$ cat config.mk
export PLATFORM = sky130hd
export DESIGN_NAME = niosii_system_de2_pulse_out_flat
export DESIGN_NICKNAME = d
export VERILOG_FILES = /design/src/rtl/niosii_system_de2_pulse_out_if.sv /design/src/rtl/niosii_system_de2_pulse_out.sv /design/src/flat_wrapper.sv
export SDC_FILE = /design/constraint.sdc
export NUM_CORES = 1
export LEC_CHECK = 0
export BUFFER_PORTS_ARGS = -buffer_cell sky130_fd_sc_hd__buf_2
export CORE_MARGIN = 2
export CORE_UTILIZATION = 35
export CTS_BUF_LIST = sky130_fd_sc_hd__clkbuf_16
export CTS_CLUSTER_SIZE = 40
export DETAILED_ROUTE_END_ITERATION = 16
export GPL_ROUTABILITY_DRIVEN = 0
export PLACE_DENSITY = 0.57
export SYNTH_ARGS = -nofsm -noshare
export SYNTH_HDL_FRONTEND = slang
export SYNTH_SLANG_ARGS = --single-unit
$ cat constraint.sdc
create_clock -name clk -period 3.2 [get_ports clk]
set_clock_uncertainty 0.15 [all_clocks]
set_input_delay 0.32 -clock clk [delete_from_list [all_inputs] [get_ports clk]]
set_output_delay 0.32 -clock clk [all_outputs]
set_load 0.01 [all_outputs]
$ cat src/rtl/niosii_system_de2_pulse_out_if.sv
// Avalon-MM slave bus bundle for the pulse output peripheral.
interface niosii_system_de2_pulse_out_if;
    logic [1:0]  address;
    logic        chipselect;
    logic        write_n;
    logic [31:0] writedata;
    logic [31:0] readdata;

    modport master (
        output address, chipselect, write_n, writedata,
        input  readdata
    );

    modport slave (
        input  address, chipselect, write_n, writedata,
        output readdata
    );
endinterface

$ cat src/rtl/niosii_system_de2_pulse_out.sv
// Eight-line static/pulse output port with per-bit one-shot timers and done interrupt.
// Optional feature macro: PULSE_OUT_IRQ_EN (IRQ_MASK register and irq output).
module niosii_system_de2_pulse_out #(
    parameter logic [15:0] DEFAULT_WIDTH = 16'd100
) (
    input  logic                          clk,
    input  logic                          reset_n,
    niosii_system_de2_pulse_out_if.slave  bus,
    output logic [7:0]                    out_port,
    output logic                          irq
);
    localparam int unsigned NBITS = 8;
    localparam int unsigned CW    = 16;
    localparam int unsigned DW    = 32;

    logic [NBITS-1:0]         data_q;
    logic [NBITS-1:0]         done_q, done_d;
    logic [CW-1:0]            width_q;
    logic [NBITS-1:0][CW-1:0] cnt_q, cnt_d;
    logic [DW-1:0]            readdata_q, readdata_d;
    logic [NBITS-1:0]         mask_c;

    logic                     wr_c;
    logic [NBITS-1:0]         start_c, clr_c, done_set_c, busy_c;
    logic                     unused_wdata_c;

    assign unused_wdata_c = ^bus.writedata[DW-1:CW];

    // Write decode
    always_comb begin
        wr_c    = bus.chipselect && !bus.write_n;
        start_c = '0;
        clr_c   = '0;
        if (wr_c && bus.address == 2'd1) begin
            start_c = bus.writedata[NBITS-1:0];
            clr_c   = bus.writedata[2*NBITS-1:NBITS];
        end
    end

    // A start reloads the counter even mid-pulse; WIDTH=0 completes immediately
    always_comb begin
        cnt_d      = cnt_q;
        done_set_c = '0;
        busy_c     = '0;
        for (int i = 0; i < int'(NBITS); i++) begin
            busy_c[i] = (cnt_q[i] != '0);
            if (start_c[i]) begin
                cnt_d[i]      = width_q;
                done_set_c[i] = (width_q == '0);
            end else if (cnt_q[i] != '0) begin
                cnt_d[i]      = cnt_q[i] - CW'(1);
                done_set_c[i] = (cnt_q[i] == CW'(1));
            end
        end
        done_d = (done_q & ~clr_c) | done_set_c;
    end

    always_comb begin
        readdata_d = '0;
        case (bus.address)
            2'd0:    readdata_d = DW'(data_q);
            2'd1:    readdata_d = DW'({done_q, busy_c});
            2'd2:    readdata_d = DW'(mask_c);
            default: readdata_d = DW'(width_q);
        endcase
    end

    always_ff @(posedge clk or negedge reset_n) begin
        if (!reset_n) begin
            data_q     <= '0;
            done_q     <= '0;
            width_q    <= DEFAULT_WIDTH;
            cnt_q      <= '0;
            readdata_q <= '0;
        end else begin
            done_q     <= done_d;
            cnt_q      <= cnt_d;
            readdata_q <= readdata_d;
            if (wr_c && bus.address == 2'd0) data_q  <= bus.writedata[NBITS-1:0];
            if (wr_c && bus.address == 2'd3) width_q <= bus.writedata[CW-1:0];
        end
    end

`ifdef PULSE_OUT_IRQ_EN
    logic [NBITS-1:0] mask_q;

    always_ff @(posedge clk or negedge reset_n) begin
        if (!reset_n) begin
            mask_q <= '0;
        end else if (wr_c && bus.address == 2'd2) begin
            mask_q <= bus.writedata[NBITS-1:0];
        end
    end

    assign mask_c = mask_q;
    assign irq    = |(done_q & mask_q);
`else
    assign mask_c = '0;
    assign irq    = 1'b0;
`endif

    assign bus.readdata = readdata_q;
    assign out_port     = data_q | busy_c;

endmodule

$ cat src/flat_wrapper.sv
// flat-port wrapper written by rule: the top's interface ports become plain ports
module niosii_system_de2_pulse_out_flat 
#(
    parameter logic [15:0] DEFAULT_WIDTH = 16'd100
)
  (clk, reset_n, out_port, irq, bus_address, bus_chipselect, bus_write_n, bus_writedata, bus_readdata);
  niosii_system_de2_pulse_out_if bus_i ();
  input  logic clk;
  input  logic reset_n;
  output logic [7:0] out_port;
  output logic irq;
  input wire logic [$bits(bus_i.address)-1:0] bus_address;
  input wire logic [$bits(bus_i.chipselect)-1:0] bus_chipselect;
  input wire logic [$bits(bus_i.write_n)-1:0] bus_write_n;
  input wire logic [$bits(bus_i.writedata)-1:0] bus_writedata;
  output wire logic [$bits(bus_i.readdata)-1:0] bus_readdata;
  assign bus_i.address = bus_address;
  assign bus_i.chipselect = bus_chipselect;
  assign bus_i.write_n = bus_write_n;
  assign bus_i.writedata = bus_writedata;
  assign bus_readdata = bus_i.readdata;
  niosii_system_de2_pulse_out #(.DEFAULT_WIDTH(DEFAULT_WIDTH)) u_core (.clk(clk), .reset_n(reset_n), .bus(bus_i), .out_port(out_port), .irq(irq));
endmodule
# Word level (Yosys, flattened, before mapping)
# Cells that the tools add are included.
# op_classes
addsub	8
eq_ne	11
muxes	35
bitwise	4
reduce_logical	23
# op_table
operator	count
16-bit 2-to-1 mux	16
16-bit by 1-bit equality test with 1-bit output, second input constant	8
16-bit nonzero test	8
16-bit by 1-bit subtractor with 16-bit output, second input constant	8
16-bit case mux with 3 select lines	1
16-bit logical NOT	1
1-bit 2-to-1 mux	16
8-bit 2-to-1 mux	2
8-bit OR	2
2-bit nonzero test	8
8-bit AND	1
8-bit NOT	1
2-bit equality test, second input constant	2
1-bit logical AND	4
2-bit by 1-bit equality test with 1-bit output, second input constant	1
2-bit logical NOT	1
1-bit logical NOT	1
# word_totals
ff_bits	176
input_bits	38
out_inout_bits	41
elab_cells	93

# Logic depth before layout (Yosys ltp)
# Gate-level depths: netlist (run 1).
# logic_depth
word_depth	7
mapped_depth	8
ltp_nobuf	7

# Worst setup path before layout (run 1)
# No wires, ideal clock.
# synth_timing
path_kind	reg2out
start	register u_core.cnt_q[50] (netlist bit)
end	output port out_port[3]
t_arrival_ps	1937
required_ps	2730
path_slack_ps	793
path_stages_with_launch	5
path_cell_list	dfrtp_1 > or4_4 > or4b_1 > buf_2 > or3_1
# synth_between
elab_chain_cells	2
# synth_lines
item	line_no	text
start, declared	niosii_system_de2_pulse_out.sv:19	logic [NBITS-1:0][CW-1:0] cnt_q, cnt_d;
start signal, assigned	niosii_system_de2_pulse_out.sv:77	cnt_q <= cnt_d;
16-bit nonzero test	niosii_system_de2_pulse_out.sv:46	busy_c[i] = (cnt_q[i] != '0);
8-bit OR	niosii_system_de2_pulse_out.sv:103	assign out_port = data_q | busy_c;
end, declared	flat_wrapper.sv:10	output logic [7:0] out_port;
# Every way passes these cells.

# Final worst setup path (run 1)
# Ends and elaborated chain as after synthesis.

==> results of run 1 <==
-- per-stage QoR --
step | setup slack (ns) | std cells | hold WS (ns) | total power [mW]
6_report | 0.102 | 1516 | 0.0193 | 8.74
5_1_grt | 0.0246 | 1516 | 0.0118 | 9.37
4_1_cts | 0.0706 | 1516 | 0.00884 | 8.77
3_5_place_dp | 0.550 | 1480 | 0.221 | 6.64
3_3_place_gp | 0.569 | 1480 | 0.218 | 6.58
2_1_floorplan | 0.793 | 1100 | -0.126 | 5.74
-- flip-flops by register name, summed over array words and instances (netlist names) --
| register | cells |
|---|---|
| u_core.done_q | 8 |
| u_core.bus.readdata | 16 |
| u_core.data_q | 8 |
| u_core.cnt_q | 128 |
| u_core.width_q | 16 |
-- placed cells by master (no fill, tap or decap), types with 29 or more instances in the layout --
master   Yosys  layout
nor2_1      84      84
buf_2        6      44
mux2_2      32      32
xnor2_1     38      38
o21ai_0     75      75
nor4_1      29      29
nand2_1    144     144
a21oi_1     48      48
xor2_1      46      46
nand3_1     30      30
nor3_1      34      34
buf_4       17      31
dfrtp_1    173     173
-- per-layer routing --
layer	GRT usage, %	wire [µm]	vias to the layer above
li1	-	-	3884
met3	3.58	1440	38
met1	28.2	13600	3897
met4	6.09	612	0
met5	0	0	-
met2	28.7	12400	202
-- layout make-up --
| class | count | area share (%) |
|---|---|---|
| inverters | 19 | 0.634 |
| flip-flops and latches | 176 | 39.2 |
| clock buffers | 17 | 3.78 |
| repair buffers | 81 | 4.68 |
| clock inverters | 15 | 1.36 |
| multi-input cells | 830 | 46.1 |
| well taps | 378 | 4.21 |
-- kinds of logic (layout without fill, tap and decap cells) --
| kind of cell | Yosys count | in the layout | synth area share, % |
|---|---|---|---|
| other | 1 | 17 | 0.0377 |
| and+or+nand+nor | 456 | 456 | 23.5 |
| xor gates and xnor gates | 84 | 84 | 7.40 |
| DFF | 176 | 176 | 44.3 |
| buffers and inverters | 94 | 132 | 4.26 |
| adders and majority gates | 24 | 24 | 3.02 |
| muxes | 44 | 44 | 4.83 |
| AOI/OAI and AO/OA | 205 | 205 | 12.6 |
-- worst reg2reg max path: cells and delay by family, from the launching register on --
kind             cells  cell delay (ns)
AND/OR/NAND/NOR      3             1.45
AO/OA/AOI/OAI        1             0.14
flip-flops           1             0.43
multiplexers         1             0.35
-- power by group through the flow --
| stage | Clock, mW | Sequential, mW | Combinational, mW |
|---|---|---|---|
| 5_1_grt | 2.23 | 4.16 | 2.98 |
| 4_1_cts | 2.14 | 4.00 | 2.63 |
| 2_1_floorplan | 0 | 3.75 | 1.99 |
| 3_5_place_dp | 0 | 4.02 | 2.62 |
| 3_3_place_gp | 0 | 4.01 | 2.57 |
| 6_report | 2.09 | 4.02 | 2.63 |
-- how the worst max path moves through the flow --
stage | depth (start not counted) | startpoint | to
after floorplan | 4 | u_core.cnt_q[50]$_DFFE_PN0P_ | out_port[3]
after global placement | 4 | u_core.cnt_q[50]$_DFFE_PN0P_ | out_port[3]
after detailed placement | 4 | u_core.cnt_q[50]$_DFFE_PN0P_ | out_port[3]
after CTS | 4 | u_core.cnt_q[50]$_DFFE_PN0P_ | out_port[3]
after global routing | 4 | u_core.cnt_q[50]$_DFFE_PN0P_ | out_port[3]
final | 4 | u_core.cnt_q[50]$_DFFE_PN0P_ | out_port[3]
==> impl_metrics.ini, run 1 <==
[detailed_routing]
routed-via-count = 8021
first_pass_iters = 5
ant_nets = 0
drt_first_iter_violations = 739
routed_wirelength_mm = 28.0
remaining_drc_errors = 0
vias_per_cell = 5.29
wl_per_cell_um = 18.5

[yosys]
area_share_of_the_largest_cell_type_after_synthesis_pct = 43.5
ys_top_cells_by_area = dfrtp_1, nand2_1, xor2_1
post_synth_num_cell_types = 65
ys_seq_elements = 176
synthMostInstantiatedCell = dfrtp_1
post_synth_inst_count = 1084
synth.cells.most_frequent = dfrtp_1, nand2_1, nor2_1, o21ai_0, clkbuf_1
synth_sequential_area_ratio_pct = 44.3
yosys.area.top_type = dfrtp_1
netlist_area_mm2 = 0.00995
yosysWarnings = 0
async_flop_share_pct = 100
post_synth_edffs = 0
ys_dominant_reg_cell = dfrtp_1
synth_area_per_cell_um2 = 9.18

[sta]
final_period_minus_worst_setup_slack_ns = 3.10
setup_total_negative_slack_ns = 0
final_slew_viol_count = 0
grt_setup_unrepaired = false
timing.max_slew.rel_slack_pct = 49.1
finalCritPeriodShare_pct = 96.8
max_freq_mhz = 323
setup_viol = 0
worstMarginPinSlew_ns = 0.764
timing_hold_violations_final = 0

[finish]
fill_cells = 2767
syn2layout_area_growth_pct = 13.1
antennaDiodeCount = 0
finalNetCount = 1187
multi_input_area_mm2 = 0.00519
finish.utilization_pct = 40.4
area.sequential_mm2 = 0.00441
postLayoutCellArea_mm2 = 0.0112
layout-drive-gt1-share_pct = 13.4

[critical_path]
setup.worst_path.start_class = flop
crit-reg2reg-capture = u_core.cnt_q[49]$_DFFE_PN0P_
crit_arrival_ns = 2.63
critical_path_type = flop to output pin
path_cells = or4_4, or4b_1, or3_1, buf_2
cp_slowest_cell = or4b_1
worstRegToRegCells = 5
worst_path_dominant_cell_family = simple AND/OR/NAND/NOR gates
slowest_delay_ns = 0.66
path_max_fanout = 7
worst-r2r-setup-slack_ns = 0.62
beginning_of_the_worst_register_to_register_path = u_core.cnt_q[50]$_DFFE_PN0P_
end_kind = output pin
cp_data_required_time_ns = 2.73
cp_num_buf_inv = 1

[floorplan]
placementRows = 61
top_level_ports = 79
area_enclosed_by_the_die_boundary_mm2 = 0.0298
height_of_the_chip_um = 173
initial_standard_cell_utilization_of_the_core_pct = 35.7
die_w_um = 173
core_area_mm2 = 0.0279

[global_routing]
grt_max_degree = 68
overflow = 0
grt_first_pass_wirelength_mm = 44.7
grt.total_usage_pct = 19.3
number_of_global_route_vias_before_repair = 7702
antenna_found_initial = 0

[power]
irDropWorstVdd_mv = 0.375
total_leakage_power_nw = 4.47
cellInternalPower_mw = 5.49
seq_power_share_pct = 46.0
power.density_mw_per_mm2 = 777
combPwrFrac_pct = 30.1
clock_power_share_pct = 23.9
sw_frac_of_total_pct = 37.2
netSwitchingPower_mw = 3.25

[clock_network]
root_buffer = clkbuf_16
postCtsHoldBufs = 4
cts.reportedPaths.clkPinSlew_ns = 0.06
tritoncts = yes
cts_sinks = 176
cts-root-to-sink-buffers = 2
cts_made_buffers = 17
clock_tree.htree_level_count = 4
cts_repair_resize_count = 0
worstSkewPairLatency_ns = 0.43
cts_setup_buffers = 0

[place]
post_dp_cell_area_mm2 = 0.0106
dp_hpwl_mm = 18.2
numPortBuffers = 45

[hold_path]
holdPathEnd = u_core.width_q[13]$_DFFE_PN0P_
hold_path_origin = bus_writedata[13]
hold_class = input port to flop
worst_hold_path.num_cells = 2

[status]
status = finished, final reports clean

[flow_run]
max-cap-violations = 0
Note: power is estimated with default switching activity, not from simulation.
==> run 2, diff against run 1 <==
--- a/config.mk
+++ b/config.mk
@@ -5,14 +5,15 @@
 export SDC_FILE = /design/constraint.sdc
 export NUM_CORES = 1
 export LEC_CHECK = 0
-export BUFFER_PORTS_ARGS = -buffer_cell sky130_fd_sc_hd__buf_2
 export CORE_MARGIN = 2
 export CORE_UTILIZATION = 35
 export CTS_BUF_LIST = sky130_fd_sc_hd__clkbuf_16
 export CTS_CLUSTER_SIZE = 40
 export DETAILED_ROUTE_END_ITERATION = 16
+export DONT_BUFFER_PORTS = 1
 export GPL_ROUTABILITY_DRIVEN = 0
-export PLACE_DENSITY = 0.57
+export PLACE_DENSITY = 0.55
+export SKIP_CTS_REPAIR_TIMING = 1
 export SYNTH_ARGS = -nofsm -noshare
 export SYNTH_HDL_FRONTEND = slang
 export SYNTH_SLANG_ARGS = --single-unit
==> impl_metrics.ini, run 2 (synthesis gave the netlist of run 1 again) <==
[critical_path]
worst_path_dominant_cell_family = simple AND/OR/NAND/NOR gates
path_max_fanout = 7
critical_path_type = flop to output pin
end_kind = output pin
path_cells = or4_4, or4b_1, or3_1
setup.worst_path.start_class = flop
cp_data_required_time_ns = 2.73
cp_slowest_cell = or4b_1
cp_num_buf_inv = 0
slowest_delay_ns = 0.67
crit_arrival_ns = 2.54

[power]
cellInternalPower_mw = 5.42
sw_frac_of_total_pct = 37.5
netSwitchingPower_mw = 3.25
total_leakage_power_nw = 4.32
irDropWorstVdd_mv = 0.403
power.density_mw_per_mm2 = 778
seq_power_share_pct = 46.2
final_total_pwr_mw = 8.67
clock_power_share_pct = 24.2
combPwrFrac_pct = 29.6

[sta]
worstMarginPinSlew_ns = 1.20
timing.max_slew.rel_slack_pct = 19.7
post-route-worst-setup-slack_ns = 0.191
setup_viol = 0
whs_ns = -0.570
max_freq_mhz = 332
final_slew_viol_count = 0
setup_total_negative_slack_ns = 0
final_period_minus_worst_setup_slack_ns = 3.01
grt_setup_unrepaired = false
timing_hold_violations_final = 179
finalCritPeriodShare_pct = 94.0

[clock_network]
cts.reportedPaths.clkPinSlew_ns = 0.07
tritoncts = yes
root_buffer = clkbuf_16
cts-root-to-sink-buffers = 2
cts_made_buffers = 17
cts_sinks = 176
clock_tree.htree_level_count = 4
worstSkewPairLatency_ns = 0.44

[detailed_routing]
highest-signal-layer = met4
ant_nets = 0
remaining_drc_errors = 0
wl_met2_mm = 12.8
first_pass_iters = 4
drt_first_iter_violations = 672
wirelength_met1_mm = 13.9
vias_per_cell = 5.39
routed_wirelength_mm = 28.9
wl_per_cell_um = 19.4
routed-via-count = 8002
routed_met3_length_mm = 1.56

[finish]
multi_input_area_mm2 = 0.00520
fill_cells = 2752
postLayoutCellArea_mm2 = 0.0111
layout-drive-gt1-share_pct = 9.86
area.sequential_mm2 = 0.00441
final_cell_mix = dfrtp_1, nand2_1, nor2_1
finalNetCount = 1154
regMostFlops = u_core.cnt_q
post_layout_nonfiller_instances = 1485
number_of_flip_flops_in_the_largest_register = 128
syn2layout_area_growth_pct = 12.1
finish.utilization_pct = 40.0
leading_cell_type_in_the_layout_fill_and_taps_excluded = dfrtp_1

[floorplan]
placementRows = 61
initial_standard_cell_utilization_of_the_core_pct = 35.7
height_of_the_chip_um = 173
die_w_um = 173
core_area_mm2 = 0.0279
top_level_ports = 79
area_enclosed_by_the_die_boundary_mm2 = 0.0298

[hold_path]
hold_class = input port to asynchronous set/reset pin

[flow_run]
max-cap-violations = 0

[global_routing]
grt_max_degree = 177
antenna_found_initial = 2
number_of_global_route_vias_before_repair = 7705
overflow = 0
grt_first_pass_wirelength_mm = 44.9
grt.total_usage_pct = 19.4

[place]
post-place-ws_ns = 0.633
numPortBuffers = 0
dp_hpwl_mm = 18.1
post_dp_cell_area_mm2 = 0.0103
placed_cells = 1429

[status]
status = complete, but fails checks
failing_checks = negative hold slack
-- run 2: changes by cell type in the layout (fill, tap and decap cells not counted), sizes merged, moves of 2 or more --
| cell | previous run | this run |
|---|---|---|
| buf | 76 | 30 |
| dlygate4sd3 | 4 | 18 |
| clkinv | 9 | 5 |
| clkinvlp | 1 | 4 |
| diode | 0 | 2 |
| inv | 21 | 23 |
-- run 2: worst paths after layout --
| check | cells after the start | startpoint | slack [ns] | end |
|---|---|---|---|---|
| min | 0 | reset_n | -0.57 | u_core.cnt_q[61]$_DFFE_PN0P_ |
| max | 3 | u_core.cnt_q[50]$_DFFE_PN0P_ | 0.19 | out_port[3] |
| min in group clk | 2 | bus_address[1] | -0.01 | u_core.bus.readdata[14]$_DFF_PN0_ |
| min reg2reg | 2 | u_core.done_q[5]$_DFF_PN0_ | 0.36 | u_core.done_q[5]$_DFF_PN0_ |
| max reg2reg | 5 | u_core.cnt_q[50]$_DFFE_PN0P_ | 0.62 | u_core.cnt_q[49]$_DFFE_PN0P_ |
| max in group asynchronous | 0 | reset_n | 3.07 | u_core.width_q[2]$_DFFE_PN1P_ |
-- run 2: final cells by class --
class	count	share of cell area [%]
repair buffers	48	3.64
clock inverters	15	1.43
clock buffers	17	3.82
well taps	378	4.24
inverters	19	0.640
diodes	2	0.0449
flip-flops and latches	176	39.6
multi-input cells	830	46.6
-- run 2: power groups by stage --
| stage | registers [mW] | logic (mW) | clock network (mW) |
|---|---|---|---|
| floorplan | 3.75 | 1.99 | 0 |
| global placement | 4.00 | 2.49 | 0 |
| detailed placement | 4.00 | 2.54 | 0 |
| CTS | 3.98 | 2.54 | 2.15 |
| global route | 4.13 | 2.92 | 2.25 |
| finish | 4.00 | 2.57 | 2.10 |
-- run 2: layer usage --
layer | track usage, % | up-vias
met5 | 0 | -
met4 | 6.13 | 0
met3 | 3.91 | 34
met2 | 29.4 | 174
met1 | 27.9 | 3965
li1 | - | 3829
